`src/rtl/bound_flasher_if.sv`:
```
// bound_flasher_if -- handshake bundle between the flick pushbutton side and
// the bound flasher.
//   flick : start / kickback request (already synchronised to clk)
//   led   : N-lamp LED bar, led[i]=1 lights lamp i
//   busy  : flasher is running a sequence
//   done  : one-cycle pulse when a sequence returns to idle
// Modports: master = button/board side, slave = flasher.
interface bound_flasher_if #(
   parameter int N = 16
) ();
   logic         flick;
   logic [N-1:0] led;
   logic         busy;
   logic         done;

   modport master (output flick, input led, busy, done);
   modport slave  (input flick, output led, busy, done);
endinterface

```
`src/rtl/bound_flasher_gen.sv`:
```
// bound_flasher_gen -- parametrised LED bar flasher. The bar shows a
// thermometer code of L lit lamps and sweeps through the bound sequence
// 0 -> N -> B1 -> B2 -> 0 -> N -> 0, one lamp per tick (every TICK_DIV clks).
// A flick while UP1/UP3 sit on B1 or B2 kicks the bar back down to 0, after
// which that up-phase restarts.
// Ports:
//   clk   : system clock, rising edge
//   rst_n : synchronous active-low reset
//   bus   : bound_flasher_if.slave (flick in; led, busy, done out)
// Optional feature: define BOUND_FLASHER_BLINK_EN to append BLINK_CNT on/off
// blinks of the whole bar after the final sweep down.
module bound_flasher_gen #(
   parameter int N         = 16,
   parameter int B1        = 5,
   parameter int B2        = 10,
   parameter int TICK_DIV  = 1,
   parameter int BLINK_CNT = 3
) (
   input  logic           clk,
   input  logic           rst_n,
   bound_flasher_if.slave bus
);
   localparam int LW = $clog2(N + 1);
   localparam int CW = (TICK_DIV > 1) ? $clog2(TICK_DIV) : 1;
   localparam logic [LW-1:0] L_N      = LW'(N);
   localparam logic [LW-1:0] L_B1     = LW'(B1);
   localparam logic [LW-1:0] L_B2     = LW'(B2);
   localparam logic [CW-1:0] CNT_LAST = CW'(TICK_DIV - 1);
`ifdef BOUND_FLASHER_BLINK_EN
   localparam int BW = $clog2(2 * BLINK_CNT + 1);
   localparam logic [BW-1:0] BLINK_LAST = BW'(2 * BLINK_CNT - 1);
`endif

   typedef enum logic [3:0] {
      IDLE, UP1, DN1, UP2, DN2, UP3, DN3, KICK
`ifdef BOUND_FLASHER_BLINK_EN
      , BLINK
`endif
   } state_t;

   state_t          state_q, state_d;
   state_t          ret_q, ret_d;
   logic [LW-1:0]   lit_q, lit_d;
   logic [CW-1:0]   cnt_q, cnt_d;
   logic            busy_q, busy_d;
   logic            done_q, done_d;
   logic            tick;
   logic [N-1:0]    led_w;
`ifdef BOUND_FLASHER_BLINK_EN
   logic [BW-1:0]   bcnt_q, bcnt_d;
   logic            blink_on_q, blink_on_d;
`endif

   // Lit count each phase heads for.
   function automatic logic [LW-1:0] target(state_t s);
      case (s)
         UP1, UP3: target = L_N;
         DN1:      target = L_B1;
         UP2:      target = L_B2;
         default:  target = '0;
      endcase
   endfunction

   // Phase that follows once the target has been reached.
   function automatic state_t advance(state_t s);
      case (s)
         UP1:     advance = DN1;
         DN1:     advance = UP2;
         UP2:     advance = DN2;
         DN2:     advance = UP3;
         UP3:     advance = DN3;
`ifdef BOUND_FLASHER_BLINK_EN
         DN3:     advance = BLINK;
`else
         DN3:     advance = IDLE;
`endif
         default: advance = IDLE;
      endcase
   endfunction

   always_comb begin
      state_d = state_q;
      ret_d   = ret_q;
      lit_d   = lit_q;
      cnt_d   = cnt_q;
`ifdef BOUND_FLASHER_BLINK_EN
      bcnt_d     = bcnt_q;
      blink_on_d = blink_on_q;
`endif
      tick = (state_q != IDLE) && (cnt_q == CNT_LAST);

      if (state_q == IDLE) begin
         cnt_d = '0;
         if (bus.flick) begin
            state_d = UP1;
            lit_d   = '0;
         end
      end else begin
         cnt_d = tick ? '0 : cnt_q + 1'b1;
         if (tick) begin
            case (state_q)
               UP1, UP3: begin
                  // Bounds are checked on the pre-step value of L.
                  if (bus.flick && (lit_q == L_B1 || lit_q == L_B2)) begin
                     ret_d = state_q;
                     lit_d = lit_q - 1'b1;
                     // With B1 == 1 the kick already lands on 0: stay in
                     // the up-phase so L never wraps below zero.
                     if (lit_d != '0) state_d = KICK;
                  end else begin
                     lit_d = lit_q + 1'b1;
                     if (lit_d == target(state_q)) state_d = advance(state_q);
                  end
               end
               UP2: begin
                  lit_d = lit_q + 1'b1;
                  if (lit_d == target(state_q)) state_d = advance(state_q);
               end
               DN1, DN2, DN3: begin
                  lit_d = lit_q - 1'b1;
                  if (lit_d == target(state_q)) state_d = advance(state_q);
               end
               KICK: begin
                  lit_d = lit_q - 1'b1;
                  if (lit_d == '0) state_d = ret_q;
               end
`ifdef BOUND_FLASHER_BLINK_EN
               BLINK: begin
                  blink_on_d = ~blink_on_q;
                  bcnt_d     = bcnt_q + 1'b1;
                  if (bcnt_q == BLINK_LAST) begin
                     state_d    = IDLE;
                     bcnt_d     = '0;
                     blink_on_d = 1'b0;
                  end
               end
`endif
               default: ;
            endcase
         end
      end

      busy_d = (state_d != IDLE);
      done_d = (state_q != IDLE) && (state_d == IDLE);
   end

   always_ff @(posedge clk) begin
      if (!rst_n) begin
         state_q <= IDLE;
         ret_q   <= UP1;
         lit_q   <= '0;
         cnt_q   <= '0;
         busy_q  <= 1'b0;
         done_q  <= 1'b0;
`ifdef BOUND_FLASHER_BLINK_EN
         bcnt_q     <= '0;
         blink_on_q <= 1'b0;
`endif
      end else begin
         state_q <= state_d;
         ret_q   <= ret_d;
         lit_q   <= lit_d;
         cnt_q   <= cnt_d;
         busy_q  <= busy_d;
         done_q  <= done_d;
`ifdef BOUND_FLASHER_BLINK_EN
         bcnt_q     <= bcnt_d;
         blink_on_q <= blink_on_d;
`endif
      end
   end

   // Thermometer decode: lamps below L are lit.
   always_comb begin
      led_w = '0;
      for (int i = 0; i < N; i++) led_w[i] = (i < int'(lit_q));
`ifdef BOUND_FLASHER_BLINK_EN
      if (state_q == BLINK) led_w = {N{blink_on_q}};
`endif
   end

   assign bus.led  = led_w;
   assign bus.busy = busy_q;
   assign bus.done = done_q;
endmodule

```
`src/flat_wrapper.sv`:
```
// flat-port wrapper written by rule: the top's interface ports become plain ports
module bound_flasher_gen_flat 
#(
   parameter int N         = 16,
   parameter int B1        = 5,
   parameter int B2        = 10,
   parameter int TICK_DIV  = 1,
   parameter int BLINK_CNT = 3
)
  (clk, rst_n, bus_flick, bus_led, bus_busy, bus_done);
  bound_flasher_if #(.N(N)) bus_i ();
  input  logic clk;
  input  logic rst_n;
  input wire logic [$bits(bus_i.flick)-1:0] bus_flick;
  output wire logic [$bits(bus_i.led)-1:0] bus_led;
  output wire logic [$bits(bus_i.busy)-1:0] bus_busy;
  output wire logic [$bits(bus_i.done)-1:0] bus_done;
  assign bus_i.flick = bus_flick;
  assign bus_led = bus_i.led;
  assign bus_busy = bus_i.busy;
  assign bus_done = bus_i.done;
  bound_flasher_gen #(.N(N), .B1(B1), .B2(B2), .TICK_DIV(TICK_DIV), .BLINK_CNT(BLINK_CNT)) u_core (.clk(clk), .rst_n(rst_n), .bus(bus_i));
endmodule
```
`config.mk`:
```
export PLATFORM = sky130hd
export DESIGN_NAME = bound_flasher_gen_flat
export DESIGN_NICKNAME = d
export VERILOG_FILES = /design/src/rtl/bound_flasher_if.sv /design/src/rtl/bound_flasher_gen.sv /design/src/flat_wrapper.sv
export SDC_FILE = /design/constraint.sdc
export NUM_CORES = 1
export LEC_CHECK = 0
export ABC_CLOCK_PERIOD_IN_PS = 6220
export CORE_UTILIZATION = 60
export CTS_BUF_LIST = sky130_fd_sc_hd__clkbuf_8
export DETAILED_ROUTE_END_ITERATION = 8
export PLACE_DENSITY = 0.87
export SKIP_CTS_REPAIR_TIMING = 1
export SLEW_MARGIN = 5
export SYNTH_ARGS = -nofsm -noshare
export SYNTH_HDL_FRONTEND = slang
export SYNTH_SLANG_ARGS = --single-unit
```
`constraint.sdc`:
```
create_clock -name clk -period 6.22 [get_ports clk]
set_input_delay 1.244 -clock clk [delete_from_list [all_inputs] [get_ports clk]]
set_output_delay 1.244 -clock clk [all_outputs]
set_load 0.01 [all_outputs]
```
==> results of run 1 <==
==> power by group through the flow <==
stage	Combinational (uW)	Sequential, uW	Clock [uW]
finish	184	138	93.0
detailed placement	179	139	0
CTS	182	137	95.3
global route	199	140	98.5
global placement	172	138	0
floorplan	141	124	0
==> cells in the mapped netlist, types with 3 or more instances <==
master,n
dfxtp_1,16
nor2_1,15
nand2_1,12
a21oi_1,9
nand2b_1,8
nor2b_1,8
o21ai_0,8
buf_2,7
inv_1,7
and2_1,6
ha_1,6
nor3_1,6
clkbuf_1,5
nand3_1,5
xnor2_1,5
a21o_1,4
and3_1,3
mux2i_1,3
o21ai_1,3
o21bai_1,3
==> cell families after synthesis <==
family | share of synthesized area (%)
compound gates | 26.8
xor+xnor | 3.10
fa+ha+maj | 5.31
buf+inv | 6.20
flops | 22.7
mux | 2.12
other cells | 0.265
simple gates | 33.5
==> per-layer routing <==
metal  wire length [um]  vias to the layer above
li1                   -                      681
met1               1570                      662
met2               1730                       56
met3                201                        9
met4                 72                        0
met5                  0                        -
==> cell usage in the layout, fill, tap and decap left out, drive strengths merged, types with 3 or more instances in the layout <==
cell / synthesis / layout
nand3: 5 / 5
nand2: 12 / 12
o21bai: 3 / 3
nor2b: 8 / 8
inv: 7 / 7
nand2b: 8 / 8
or2: 3 / 3
nor3: 6 / 6
and3: 3 / 3
clkbuf: 5 / 4
o21ai: 11 / 11
ha: 6 / 6
clkdlybuf4s50: 0 / 20
and2: 6 / 6
a21o: 4 / 4
a21oi: 9 / 9
dfxtp: 16 / 16
o31ai: 3 / 3
xnor2: 5 / 5
mux2i: 3 / 3
nor2: 15 / 15
==> worst max-delay path: stages (launching register included) <==
cell and delay (ns):
dfxtp_1 0.69, inv_1 0.20, ha_1 0.24, o21ai_0 0.21, clkdlybuf4s50_1 0.57
==> area by class of cell <==
class / instances / area (sq um)
inverter: 7 / 26.3
clock buffer: 4 / 55.1
fill: 187 / 569
timing repair buffer: 20 / 200
tap: 28 / 35.0
multi-input combinational: 147 / 1010
sequential: 16 / 320
==> sequential cells by signal, summed over array words and instances, names as in the netlist <==
name and count:
u_core.cnt_q 1, u_core.lit_q 5, u_core.ret_q 4, u_core.bus.busy 1, u_core.bus.done 1, u_core.state_q 4
==> metrics by stage <==
step	cells	hold slack, ns	total power (uW)	util (%)	setup WS, ns
3_5_place_dp	218	0.440	319	71.8	2.97
3_3_place_gp	218	0.436	310	71.8	3.04
4_1_cts	222	0.460	414	74.3	2.84
5_1_grt	222	0.496	438	74.3	2.69
2_1_floorplan	183	0.416	264	-	3.61
6_report	222	0.470	416	74.3	2.80
==> how the worst max path moves through the flow <==
stage,start,to,slack [ns],cells after the start
final,u_core.lit_q[1],bus_led[1],2.80,4
after global routing,u_core.lit_q[1],bus_led[1],2.69,4
after CTS,u_core.lit_q[1],bus_led[1],2.84,4
after detailed placement,bus_flick,u_core.bus.busy,2.97,8
after global placement,bus_flick,u_core.bus.busy,3.04,8
after floorplan,bus_flick,u_core.bus.busy,3.61,7
==> flow_summary.yaml, run 1 <==
job:
  max-cap-violations: 0
synthesis:
  synthCells: 183
  synthArstFlopShare_pct: 0
  synth_area_per_cell_sq_um: 7.73
  ys_seq_area_share_pct: 22.7
  synth_top_area_cell: "dfxtp_1"
  netlist_top_cells_area: "dfxtp_1 (23%), ha_1 (5.3%), nor2_1 (4.0%)"
  synth_edf_count: 0
  synth_ff_type: "dfxtp_1"
  synthesis.nets: 192
  synth_top_cell_area_share_pct: 22.7
  synth_warnings: 0
  ys_ff_latch: 16
  synth.distinct_cells: 56
  syn_area_sq_um: 1410
global_routing:
  overflow: 0
  gr-usage-met3_pct: 3.94
  busiest_layer: "met2"
  grt_util_all_layers_pct: 31.3
  grt_pass1_wl_um: 5930
  grt_use_met2_pct: 52.4
  grt_max_degree: 21
  antenna_found_initial: 0
  grt_pass1_vias: 1296
  grt_use_met1_pct: 40.1
die:
  core_area_sq_um: 2210
  die_x_um: 50.5
  ios: 21
  start_util_pct: 63.9
  dieArea_sq_um: 2550
  die_h_um: 50.5
  row_count: 17
pwr:
  peakVddDrop_mv: 0.165
  seqPwrFrac_pct: 33.2
  pwr-share-clk_pct: 22.4
  switchingPower_uw: 159
  p_per_area_nw_per_um2: 253
  intPower_uw: 256
  swShare_pct: 38.3
  leakage_uw: 0.000662
  pwr-share-comb_pct: 44.4
place:
  hpwlAfterDp_um: 2570
  placed_cell_area_sq_um: 1590
  port_buffers: 20
  routabilityCongestion: 0.929
min_path:
  worstHoldPathCells: 1
  worstHoldEndpoint: "u_core.ret_q[0]"
  min_from: "u_core.ret_q[0]"
  holdCritPathClass: "flop to flop"
sta:
  slew_viol_final: 0
  rsz0062_at_grt: "false"
  fin_crit_sh_pct: 54.9
  finalSetupViolCount: 0
  skew_ns: 0.000862
  tightest_slew_ns: 0.652
  maxSlewHeadroom_pct: 56.5
  max_freq_mhz: 293
  hold_viol_final: 0
  totalNegativeSetupSlack_ns: 0
  period_minus_slack_ns: 3.42
route:
  drtIter0Drc: 59
  firstDrtPassIters: 4
  wl_per_cell_um: 16.1
  finalWirelength_um: 3580
  vias: 1408
  avgViaCountPerCell: 6.34
  drcViolationCount: 0
  ant_nets: 0
finish:
  fin_area_sq_um: 1640
  nets: 204
  synthToLayoutAreaGrowth_pct: 16.2
  drive_gt1_share_pct: 8.25
  antenna-diode-count: 0
clock_tree:
  clock_latency_ns: 0.26
  max-clock-path-buffers: 2
  cts.htree.levels: 1
  cts-root-buf: "clkbuf_8"
  clk_pin_slew_ns: 0.06
  cts_sinks: 16
  cts_tree: "built"
  cts_buffers: 3
setup_path:
  path_max_fanout: 17
  crit_type: "flop to output port"
  r2r-end: "u_core.bus.busy"
  worstPathArrival_ns: 2.17
  end_kind: "output port"
  worstPathRequired_ns: 4.98
  cp-start-kind: "flop"
  regToRegSetupSlack_ns: 3.37
  ff2ff_path_depth: 9
  worstReg2RegStart: "u_core.lit_q[0]"
status:
  status: "finished, final reports clean"
Note: power is estimated with default switching activity, not from simulation.
==> inputs of run 2 (changes only) <==
--- a/config.mk
+++ b/config.mk
@@ -5,11 +5,11 @@
 export SDC_FILE = /design/constraint.sdc
 export NUM_CORES = 1
 export LEC_CHECK = 0
-export ABC_CLOCK_PERIOD_IN_PS = 6220
-export CORE_UTILIZATION = 60
+export ABC_CLOCK_PERIOD_IN_PS = 3600
+export CORE_UTILIZATION = 56
 export CTS_BUF_LIST = sky130_fd_sc_hd__clkbuf_8
 export DETAILED_ROUTE_END_ITERATION = 8
-export PLACE_DENSITY = 0.87
+export PLACE_DENSITY = 0.82
 export SKIP_CTS_REPAIR_TIMING = 1
 export SLEW_MARGIN = 5
 export SYNTH_ARGS = -nofsm -noshare
==> constraint.sdc (replaced) <==
create_clock -name clk -period 3.6 [get_ports clk]
set_input_delay 0.72 -clock clk [delete_from_list [all_inputs] [get_ports clk]]
set_output_delay 0.72 -clock clk [all_outputs]
set_load 0.01 [all_outputs]
==> flow_summary.yaml, run 2 (same netlist as run 1, synthesis figures left out) <==
global_routing:
  antenna_found_initial: 0
  grt_pass1_wl_um: 5330
  gr-usage-met3_pct: 4.64
  grt_use_met1_pct: 38.1
  busiest_layer: "met2"
  overflow: 0
  grt_use_met2_pct: 39.7
  grt_pass1_vias: 1153
  grt_max_degree: 21
  grt_util_all_layers_pct: 26.3
sta:
  tightest_slew_ns: 0.644
  period_minus_slack_ns: 2.88
  maxSlewHeadroom_pct: 57.0
  skew_ns: 0.00390
  max_freq_mhz: 348
  hold_viol_final: 0
  totalNegativeSetupSlack_ns: 0
  fin_crit_sh_pct: 79.9
  slew_viol_final: 0
  rsz0062_at_grt: "false"
  finalSetupViolCount: 0
finish:
  largest_register: "u_core.lit_q"
  final_cell_mix: "clkdlybuf4s50_1 (20), dfxtp_1 (16), nor2_1 (15)"
  final_common_cell: "clkdlybuf4s50_1"
  synthToLayoutAreaGrowth_pct: 16.2
  stdcell_count: 222
  antenna-diode-count: 0
  fin_area_sq_um: 1640
  nets: 204
  drive_gt1_share_pct: 8.25
  reg.largest.list: "u_core.lit_q (5), u_core.ret_q (4), u_core.state_q (4)"
  largest_reg_flops: 5
clock_tree:
  cts-root-buf: "clkbuf_8"
  cts_buffers: 3
  max-clock-path-buffers: 2
  cts_tree: "built"
  cts_sinks: 16
  clk_pin_slew_ns: 0.07
  clock_latency_ns: 0.25
  cts.htree.levels: 1
setup_path:
  crit_family: "compound AO/OA/AOI/OAI gates"
  path_max_fanout: 17
  end_kind: "flop"
  path_depth: 9
  cpMaxStageDelayCell: "dfxtp_1"
  worstPathArrival_ns: 3.02
  path_cells: "inv_1, ha_1, xnor2_1, nand4_1, o21ai_1, nand3_1, nor2_1, a311oi_2, o31a_1"
  crit_type: "flop to flop"
  cp-start-kind: "flop"
  ff2ff_path_depth: 9
  cpPeakStageDelay_ns: 0.67
  worstPathRequired_ns: 3.74
  worst-path-buf-inv: 1
place:
  routabilityCongestion: 0.912
  placed_cell_area_sq_um: 1590
  place_inst: 218
  hpwlAfterDp_um: 2390
  port_buffers: 20
pwr:
  pwr-share-clk_pct: 22.7
  seqPwrFrac_pct: 33.4
  switchingPower_uw: 268
  intPower_uw: 442
  pwr-share-comb_pct: 43.9
  leakage_uw: 0.000662
  swShare_pct: 37.7
  peakVddDrop_mv: 0.351
  p_per_area_nw_per_um2: 432
die:
  core_area_sq_um: 2300
  die_x_um: 52.2
  ios: 21
  start_util_pct: 61.5
  die_h_um: 52.2
  row_count: 17
  dieArea_sq_um: 2730
min_path:
  worstHoldPathCells: 1
  holdCritPathClass: "flop to flop"
route:
  wl_per_cell_um: 14.9
  finalWirelength_um: 3320
  ant_nets: 0
  firstDrtPassIters: 5
  drtIter0Drc: 78
  avgViaCountPerCell: 6.23
  drcViolationCount: 0
  vias: 1384
job:
  max-cap-violations: 0
status:
  status: "finished, final reports clean"
## run 2: cell counts in the layout (fill, tap and decap cells not counted)
No cell type changed its count.
## run 2: area by class of cell
class	count	area, sq um
Multi-Input combinational cell	147	1010
Timing Repair Buffer	20	200
Inverter	7	26.3
Fill cell	176	654
Tap cell	28	35.0
Clock buffer	4	55.1
Sequential cell	16	320
## run 2: power groups by stage
| stage | clock [uW] | sequential [uW] | combinational [uW] |
|---|---|---|---|
| 6_report | 161 | 238 | 312 |
| 4_1_cts | 160 | 236 | 310 |
| 2_1_floorplan | 0 | 214 | 243 |
| 3_3_place_gp | 0 | 239 | 300 |
| 3_5_place_dp | 0 | 240 | 306 |
| 5_1_grt | 172 | 242 | 339 |
## run 2: worst paths after layout
kind / end / slack (ns) / from
min: u_core.ret_q[0] / 0.46 / u_core.ret_q[0]
min reg2reg: u_core.ret_q[0] / 0.46 / u_core.ret_q[0]
max: u_core.bus.busy / 0.72 / u_core.lit_q[1]
max reg2reg: u_core.bus.busy / 0.72 / u_core.lit_q[1]
## run 2: routing by layer
layer  up-vias  wire [um]
met3         6        257
met1       633       1520
met2        62       1500
met5         -          0
met4         0         35
li1        683          -
## run 2: per-stage QoR
| step | power, uW | worst slack [ns] | util, % | hold slack (ns) |
|---|---|---|---|---|
| after floorplan | 457 | 1.21 | - | 0.416 |
| after global placement | 538 | 0.925 | 69.1 | 0.455 |
| after detailed placement | 546 | 0.846 | 69.1 | 0.444 |
| after CTS | 706 | 0.773 | 71.5 | 0.462 |
| after global routing | 752 | 0.532 | 71.5 | 0.473 |
| final | 710 | 0.722 | 71.5 | 0.463 |
